`src/rtl/program_loader_pkg.sv`:
```
// Shared definitions for the boot loader: FSM state encodings and parameter defaults.
package program_loader_pkg;

  localparam logic [2:0] StIdle  = 3'd0;
  localparam logic [2:0] StLen   = 3'd1;
  localparam logic [2:0] StData  = 3'd2;
  localparam logic [2:0] StWrite = 3'd3;
  localparam logic [2:0] StDone  = 3'd4;
  localparam logic [2:0] StErr   = 3'd5;

  localparam logic [31:0] DefaultBaseAddr = 32'h0000_0000;
  localparam logic [31:0] DefaultAddrStep = 32'd4;
  localparam int unsigned DefaultMaxWords = 256;

endpackage

```
`src/rtl/program_loader_if.sv`:
```
// Byte-stream input and instruction-memory load port of the boot loader.
interface program_loader_if;
  logic        in_valid;
  logic [7:0]  in_data;
  logic        in_ready;
  logic        load_enable;
  logic [31:0] load_address;
  logic [31:0] load_data;

  // Host / memory side.
  modport master (
    output in_valid, in_data,
    input  in_ready, load_enable, load_address, load_data
  );

  // Loader side.
  modport slave (
    input  in_valid, in_data,
    output in_ready, load_enable, load_address, load_data
  );
endinterface

```
`src/rtl/program_loader_byte_assembler.sv`:
```
// Collects four LSB-first bytes into a 32-bit word; word is valid in the cycle the 4th byte lands.
module program_loader_byte_assembler
  import program_loader_pkg::*;
(
  input  logic        clk,
  input  logic        reset,
  input  logic        clear,
  input  logic        accept,
  input  logic [7:0]  data,
  output logic        word_valid,
  output logic [31:0] word
);

  logic [1:0]  byte_cnt_q;
  // Only the first three bytes need storage; the 4th is merged live so the word
  // is available on the same edge that accepts it.
  logic [23:0] shift_q;

  always_ff @(posedge clk) begin
    if (reset || clear) begin
      byte_cnt_q <= 2'd0;
      shift_q    <= 24'd0;
    end else if (accept) begin
      byte_cnt_q <= byte_cnt_q + 2'd1;
      shift_q    <= {data, shift_q[23:8]};
    end
  end

  always_comb begin
    word_valid = accept && (byte_cnt_q == 2'd3);
    word       = {data, shift_q};
  end

endmodule

```
`src/rtl/program_loader.sv`:
```
// Boot loader: length-prefixed byte stream in, 32-bit words written to instruction memory,
// then fetch_enable released once the whole program has been stored.
module program_loader
  import program_loader_pkg::*;
#(
  parameter logic [31:0] BASE_ADDR = DefaultBaseAddr,
  parameter logic [31:0] ADDR_STEP = DefaultAddrStep,
  parameter int unsigned MAX_WORDS = DefaultMaxWords
) (
  input  logic                   clk,
  input  logic                   reset,
  input  logic                   start,
  program_loader_if.slave        bus,
  output logic                   fetch_enable,
  output logic                   busy,
  output logic                   done,
  output logic                   error
);

  logic [2:0]  state_q, state_d;
  logic [31:0] word_idx_q;
  logic [31:0] len_q;
  logic [31:0] load_address_q;
  logic [31:0] load_data_q;

  logic        start_accept;
  logic        accept;
  logic        word_valid;
  logic [31:0] word;
  logic [31:0] word_idx_next;

  assign start_accept  = start && ((state_q == StIdle) || (state_q == StDone) ||
                                   (state_q == StErr));
  assign accept        = bus.in_valid && bus.in_ready;
  assign word_idx_next = word_idx_q + 32'd1;

  program_loader_byte_assembler u_asm (
    .clk        (clk),
    .reset      (reset),
    .clear      (start_accept),
    .accept     (accept),
    .data       (bus.in_data),
    .word_valid (word_valid),
    .word       (word)
  );

  always_comb begin
    state_d = state_q;
    case (state_q)
      StIdle: if (start) state_d = StLen;
      StLen: begin
        if (word_valid) begin
          state_d = ((word == 32'd0) || (word > MAX_WORDS)) ? StErr : StData;
        end
      end
      StData:  if (word_valid) state_d = StWrite;
      StWrite: state_d = (word_idx_next == len_q) ? StDone : StData;
      StDone:  if (start) state_d = StLen;
      StErr:   if (start) state_d = StLen;
      default: state_d = StIdle;
    endcase
  end

  always_ff @(posedge clk) begin
    if (reset) begin
      state_q        <= StIdle;
      word_idx_q     <= 32'd0;
      len_q          <= 32'd0;
      load_address_q <= BASE_ADDR;
      load_data_q    <= 32'd0;
    end else begin
      state_q <= state_d;
      if (start_accept) begin
        word_idx_q <= 32'd0;
        len_q      <= 32'd0;
      end
      if ((state_q == StLen) && word_valid) begin
        len_q <= word;
      end
      // Address and data move only when a word is handed to the memory.
      if ((state_q == StData) && word_valid) begin
        load_data_q    <= word;
        load_address_q <= BASE_ADDR + word_idx_q * ADDR_STEP;
      end
      if (state_q == StWrite) begin
        word_idx_q <= word_idx_next;
      end
    end
  end

  always_comb begin
    bus.in_ready     = (state_q == StLen) || (state_q == StData);
    bus.load_enable  = (state_q == StWrite);
    bus.load_address = load_address_q;
    bus.load_data    = load_data_q;
    fetch_enable     = (state_q == StDone);
    done             = (state_q == StDone);
    error            = (state_q == StErr);
    busy             = (state_q == StLen) || (state_q == StData) || (state_q == StWrite);
  end

endmodule

```
`src/flat_wrapper.sv`:
```
// flat-port wrapper written by rule: the top's interface ports become plain ports
module program_loader_flat import program_loader_pkg::*;
#(
  parameter logic [31:0] BASE_ADDR = DefaultBaseAddr,
  parameter logic [31:0] ADDR_STEP = DefaultAddrStep,
  parameter int unsigned MAX_WORDS = DefaultMaxWords
)
  (clk, reset, start, fetch_enable, busy, done, error, bus_in_valid, bus_in_data, bus_in_ready, bus_load_enable, bus_load_address, bus_load_data);
  program_loader_if bus_i ();
  input  logic clk;
  input  logic reset;
  input  logic start;
  output logic fetch_enable;
  output logic busy;
  output logic done;
  output logic error;
  input wire logic [$bits(bus_i.in_valid)-1:0] bus_in_valid;
  input wire logic [$bits(bus_i.in_data)-1:0] bus_in_data;
  output wire logic [$bits(bus_i.in_ready)-1:0] bus_in_ready;
  output wire logic [$bits(bus_i.load_enable)-1:0] bus_load_enable;
  output wire logic [$bits(bus_i.load_address)-1:0] bus_load_address;
  output wire logic [$bits(bus_i.load_data)-1:0] bus_load_data;
  assign bus_i.in_valid = bus_in_valid;
  assign bus_i.in_data = bus_in_data;
  assign bus_in_ready = bus_i.in_ready;
  assign bus_load_enable = bus_i.load_enable;
  assign bus_load_address = bus_i.load_address;
  assign bus_load_data = bus_i.load_data;
  program_loader #(.BASE_ADDR(BASE_ADDR), .ADDR_STEP(ADDR_STEP), .MAX_WORDS(MAX_WORDS)) u_core (.clk(clk), .reset(reset), .start(start), .bus(bus_i), .fetch_enable(fetch_enable), .busy(busy), .done(done), .error(error));
endmodule
```
`config.mk`:
```
export PLATFORM = sky130hd
export DESIGN_NAME = program_loader_flat
export DESIGN_NICKNAME = d
export VERILOG_FILES = /design/src/rtl/program_loader_pkg.sv /design/src/rtl/program_loader_if.sv /design/src/rtl/program_loader_byte_assembler.sv /design/src/rtl/program_loader.sv /design/src/flat_wrapper.sv
export SDC_FILE = /design/constraint.sdc
export NUM_CORES = 1
export LEC_CHECK = 0
export CELL_PAD_IN_SITES_DETAIL_PLACEMENT = 2
export CELL_PAD_IN_SITES_GLOBAL_PLACEMENT = 2
export CORE_MARGIN = 10
export CORE_UTILIZATION = 33
export CTS_CLUSTER_SIZE = 8
export DETAILED_ROUTE_END_ITERATION = 16
export PLACE_DENSITY_LB_ADDON = 0.05
export SLEW_MARGIN = 20
export SYNTH_ARGS = -nofsm -noshare
export SYNTH_HDL_FRONTEND = slang
export SYNTH_SLANG_ARGS = --single-unit
```
`constraint.sdc`:
```
create_clock -name clk -period 2.89 [get_ports clk]
set_input_delay 0.289 -clock clk [delete_from_list [all_inputs] [get_ports clk]]
set_output_delay 0.289 -clock clk [all_outputs]
set_load 0.01 [all_outputs]
```
=== Word level (Yosys, flattened, before mapping) ===
Cells that the tools add are included.

* Register bits: 155
* Input port bits: 12
* Output and inout bits: 70
* Word-level logic and storage cells: 46

* Add/subtract/negate cells: 2
* $lt $le $gt $ge: 1
* Equal/unequal tests: 10
* Multiplexer cells: 9
* Reductions and logical operators: 17

{| class="wikitable"
|+ Operator list
! operator !! number
|-
| 32-bit two-way mux || 3
|-
| 32-bit by 1-bit adder with 32-bit output, second input constant || 1
|-
| 32-bit equality test || 1
|-
| 32-bit by 9-bit > comparator with 1-bit output, second input constant || 1
|-
| 32-bit zero test || 1
|-
| 3-bit two-way mux || 5
|-
| 3-bit one-hot mux with 4 select lines || 1
|-
| 3-bit by 2-bit equality test with 1-bit output, second input constant || 2
|-
| 3-bit equality test, second input constant || 2
|-
| 1-bit logical OR || 6
|-
| 2-bit by 1-bit != test with 1-bit output, second input constant || 3
|-
| 1-bit logical AND || 5
|-
| 2-bit nonzero test || 2
|-
| 3-bit by 1-bit equality test with 1-bit output, second input constant || 1
|-
| 3-bit zero test || 1
|-
| 3-bit AND reduction || 1
|-
| 3-bit OR reduction || 1
|-
| 2-bit by 1-bit adder with 2-bit output, second input constant || 1
|-
| 2-bit equality test, second input constant || 1
|}

=== Longest topological paths before layout ===
* Depth in word-level cells: 6
* Depth in mapped cells: 10
* Depth with buffers taken out: 9

=== By module ===
A second synthesis with hierarchy kept.

* Cell total of the unflattened synthesis: 943
* Area total of the unflattened synthesis: 7382.1 um2

{| class="wikitable"
|+ Modules (own cells, without submodules)
! module !! times used !! cells each !! area an instance (um2) !! seq. area each (um2)
|-
| program_loader || 1 || 848 || 6342.3 || 2582.5
|-
| program_loader_byte_assembler || 1 || 95 || 1039.7 || 520.5
|}

=== Worst setup path after synthesis ===
OpenSTA, ideal clock, no wires.

* Path kind: register to register
* From: register u_core.word_idx_q[1]
* To: register u_core.state_q[1]
* Library setup time: 0.116 ns
* Data arrival time: 2.401 ns
* Required time: 2.774 ns
* Path slack: 0.373 ns
* Cell stages (with the launch flop): 10
* Buffers on the path: 0
* Clock period less this slack: 2.517 ns
* Cell sequence: dfxtp_1 > ha_1 > nand3_1 > nor3_2 > a31oi_1 > a211oi_1 > nand4_1 > nor4_2 > a31oi_1 > and3b_1

* Word-level cells in the longest chain between the ends: 4

{| class="wikitable"
|+ RTL lines
! item !! line !! text
|-
| from (decl) || program_loader.sv:21 || <nowiki>logic [31:0] word_idx_q;</nowiki>
|-
| from (signal assigned) || program_loader.sv:86 || <nowiki>word_idx_q <= word_idx_next;</nowiki>
|-
| 32-bit by 1-bit adder with 32-bit output || program_loader.sv:35 || <nowiki>assign word_idx_next = word_idx_q + 32'd1;</nowiki>
|-
| 32-bit equality test || program_loader.sv:57 || <nowiki>StWrite: state_d = (word_idx_next == len_q) ? StDone : StData;</nowiki>
|-
| 3-bit two-way mux || program_loader.sv:57 ||
|-
| 3-bit one-hot mux with 4 select lines || program_loader.sv:49 || <nowiki>case (state_q)</nowiki>
|-
| to (signal assigned) || program_loader.sv:66 || <nowiki>state_q <= StIdle;</nowiki>
|-
| to (signal assigned) || program_loader.sv:72 || <nowiki>state_q <= state_d;</nowiki>
|-
| to (decl) || program_loader.sv:20 || <nowiki>logic [2:0] state_q, state_d;</nowiki>
|}

Every way passes these cells.
A chain may end at the register's enable or synchronous reset.

=== Final worst setup path ===
* From: register u_core.word_idx_q[0]
* To: register u_core.state_q[1]

The elaborated chain is that of the path after synthesis.

==> results.md <==
* # rows at 54
* Leading cell type in the layout, fill and taps excluded: sky130_fd_sc_hd__nand2_1
* Netlist area before placement at about 7400 sq um
* Initial antenna violation count at 0
* Chip height at roughly 170 um
* Clock insertion delay at the later pin of the skew report at between 0.4 and 0.5 ns
* Crit path time final at roughly 2.9 ns
* Yosys warning count at 0
* Share of cells above drive strength 1 at 0.1582
* Die Span X at around 170 um
* Final-layout fill cell count at around 2,500
* Antenna Cells at 0
* Global route overflow at 0
* Timing-limited maximum frequency at 346.6 MHz
* Cell accounting for the most synthesized area: sky130_fd_sc_hd__dfxtp_1
* Share of async-settable or async-resettable flops after synthesis at 0
* TritonCTS clock tree: yes
* Arrival time worst endpoint at between 3 and 4 ns
* CTS buffer count at 17
* Transition time at the pin with the least slew margin at approximately 0.88 ns
* Hold crit path type: flip-flop to flip-flop
* Setup-violating endpoint count in the final report at 0
* Via count of the first global-routing pass at just under 8,000
* Endpoint of the lowest-slack register-to-register path: u_core.state_q[1]
* Share of the cycle needed by the critical path after routing at 0.9983
* Leakage Power at approximately 3.3 nW
* Clk buf depth at 2
* Clock transition at the registers of the reported paths at roughly 0.070 ns
* Run status: completed
* Reg2reg setup slack at around 0.0048 ns
* Syn Area/Cell at 7.795 sq um
* Via count at slightly above 7,000
* Kind of start point of the critical path: flip-flop
* Critical path class: flip-flop to flip-flop
* Launching element of the worst setup path: u_core.word_idx_q[0]
* Number of buffers inserted by hold repair at cts at 0
* Post-synthesis sequential area ratio at 0.4213
* Number of top-level design ports at between 80 and 90
* Final Slew Violations at 0
* Post-route antenna net violation count at 0
* Hold slack at 0.4577 ns
* Hold Path Sink: u_core.bus.load_address[19]
* Residual DRC count at 0
* Flop and latch count out of synthesis at ~160
* Max Fanout on Critical Path at 7
* Flip-flop cell with the highest count after synthesis: sky130_fd_sc_hd__dfxtp_1
* Root buffer cell: sky130_fd_sc_hd__clkbuf_16
* Layout Area Growth over Synthesis at 27.82%
* Total wire length after detailed routing at 29,170 um
* Count of mapped cells out of synthesis at ~950
* Initial core utilization at 0.3365
* Final hold violation count at 0
* Core area at 21,890 sq um
* Max capacitance violation total at 0
* Total power of the final layout at ~4.7 mW
* Critical Path End Type: flip-flop
* Final worst slack at 0.004805 ns
* Instance count along the most critical hold path at 2
* Drt initial violations at around 360
* Worst path required time at 3.22 ns
* Half-perimeter wire length of the detailed placement result at ~20,000 um
* Via density per instance at between 5 and 6
* Peak supply drop at around 0.29 mV
* Worst reg2reg startpoint: u_core.word_idx_q[0]
* Worst-case setup slack after placement at -0.1763 ns
* DIE AREA at between 20,000 and 30,000 sq um
* Min-delay src: u_core.bus.load_address[19]
* Average wire length per cell after detail routing at 21.95 um
* Overall track demand over capacity in global routing at 0.1994
* Num Clock Sinks at 155
* First-pass GRT wire length at roughly 46,000 um
* Drt pass-1 iters at 4
* Power density of the placed cells at roughly 500 nW/um^2
* Relative max-transition margin at 0.4117
* Worst clock skew at 0.01773 ns
* Top post-synthesis cells by area: sky130_fd_sc_hd__dfxtp_1 42%, sky130_fd_sc_hd__nand2_1 11%, sky130_fd_sc_hd__a21oi_1 9.2%
* Unrepaired setup endpoints after global routing: true
* H-tree Lvls at 4
* Placer congestion estimate at 0.8795
* Number of different library cells in the post-synthesis netlist at 64
* Count of flip-flops with a built-in enable after synthesis at 0
* Area fraction of the dominant cell type after synthesis at 0.4213
* Layout Nets at ~1,100
* Most used cells in the layout excluding fill and tap cells: 207 x sky130_fd_sc_hd__nand2_1, 143 x sky130_fd_sc_hd__dfxtp_1, 135 x sky130_fd_sc_hd__a21oi_1
* Pin count of the biggest net entering global routing at 80
* Worst Reg-to-Reg Cells at 11
* Count of input and output buffers at 79
-- flip-flops by register name, summed over array words and instances (netlist names) --
name	count
u_core.word_idx_q	32
u_core.bus.load_address	30
u_core.bus.load_data	32
u_core.u_asm.shift_q	24
u_core.u_asm.byte_cnt_q	2
u_core.len_q	32
u_core.state_q	3
-- worst max-delay path by stage --
stage	end	slack, ns	depth (start not counted)
global route	u_core.state_q[1]	-0.15	11
CTS	u_core.state_q[1]	0.006	10
global placement	u_core.state_q[1]	-0.11	9
floorplan	u_core.state_q[1]	0.37	9
finish	u_core.state_q[1]	0.005	11
detailed placement	u_core.state_q[1]	-0.18	9
-- cell usage after synthesis, types with 4 or more instances --
cell	count
sky130_fd_sc_hd__buf_4	7
sky130_fd_sc_hd__clkbuf_1	51
sky130_fd_sc_hd__a22oi_1	35
sky130_fd_sc_hd__buf_2	14
sky130_fd_sc_hd__dfxtp_1	155
sky130_fd_sc_hd__or4_1	9
sky130_fd_sc_hd__xnor2_1	25
sky130_fd_sc_hd__nand3_1	17
sky130_fd_sc_hd__a21oi_1	136
sky130_fd_sc_hd__nor3_1	12
sky130_fd_sc_hd__nor4_1	13
sky130_fd_sc_hd__a31oi_1	8
sky130_fd_sc_hd__nand2_1	207
sky130_fd_sc_hd__a211oi_1	6
sky130_fd_sc_hd__nand4_1	14
sky130_fd_sc_hd__nand4_2	4
sky130_fd_sc_hd__and2_1	4
sky130_fd_sc_hd__xor2_1	16
sky130_fd_sc_hd__clkbuf_8	4
sky130_fd_sc_hd__or3_1	12
sky130_fd_sc_hd__inv_1	8
sky130_fd_sc_hd__o21ai_0	33
sky130_fd_sc_hd__and3_1	4
sky130_fd_sc_hd__nor2_1	86
-- cell type report --
cell class	instances	area, sq um	area share
clock inverter	15	176.4	0.01874
sequential	155	3128	0.3322
tap	280	350.3	0.03721
clock buffer	17	425.4	0.04518
timing repair buffer	151	1345	0.1429
multi-input combinational	703	3960	0.4206
inverter	8	30.03	0.003189
-- per-layer routing --
layer / up-vias / routed length (um) / global-route usage / share of wire
met1: 3664 / 13160 / 0.2493 / 0.45
met3: 27 / 846 / 0.03914 / 0.029
li1: 3459 / - / - / -
met2: 117 / 14660 / 0.3412 / 0.50
met4: 0 / 513 / 0.05478 / 0.018
met5: - / 0 / 0 / 0
-- what timing repair did --
action,in CTS,in global routing
gates resized for setup,19,19
endpoints found under the setup margin,2,8
gates cloned,0,0
buffers inserted,3,4
pin swaps,4,6
-- per-stage QoR --
step                        util  cells  setup TNS [ns]  instance area (sq um)
after floorplan                -    946               0                   7370
after global placement    0.3937   1290         -0.1097                   8618
after detailed placement  0.3939   1290         -0.2175                   8623
after CTS                 0.4256   1325               0                   9318
after global routing      0.4301   1329         -0.1454                   9415
final                     0.4301   1329               0                   9415
-- worst max-delay path, cell delays in order (launching register included) --
cell,delay (ns)
sky130_fd_sc_hd__dfxtp_1,0.34
sky130_fd_sc_hd__buf_4,0.17
sky130_fd_sc_hd__nand4_4,0.14
sky130_fd_sc_hd__buf_4,0.19
sky130_fd_sc_hd__nor4_4,0.50
sky130_fd_sc_hd__o2111ai_2,0.22
sky130_fd_sc_hd__a22oi_2,0.20
sky130_fd_sc_hd__nand4_1,0.18
sky130_fd_sc_hd__nor4_4,0.39
sky130_fd_sc_hd__buf_4,0.18
sky130_fd_sc_hd__a31oi_1,0.08
sky130_fd_sc_hd__and3b_1,0.19
-- power by group --
part	switching, mW	internal (mW)
logic	0.192	0.0740
registers	0.0232	2.14
clock network	1.12	1.16
-- cells by family after synthesis --
group / count (synthesis) / synth area share
flip-flops: 155 / 0.4213
AO/OA/AOI/OAI: 236 / 0.1874
adder cells (fa/ha/maj): 2 / 0.003397
other: 1 / 0.0005091
multiplexers: 1 / 0.001359
buffers and inverters: 88 / 0.05928
XOR/XNOR: 41 / 0.04875
AND/OR/NAND/NOR: 421 / 0.2781
Note: power is estimated with default switching activity, not from simulation.
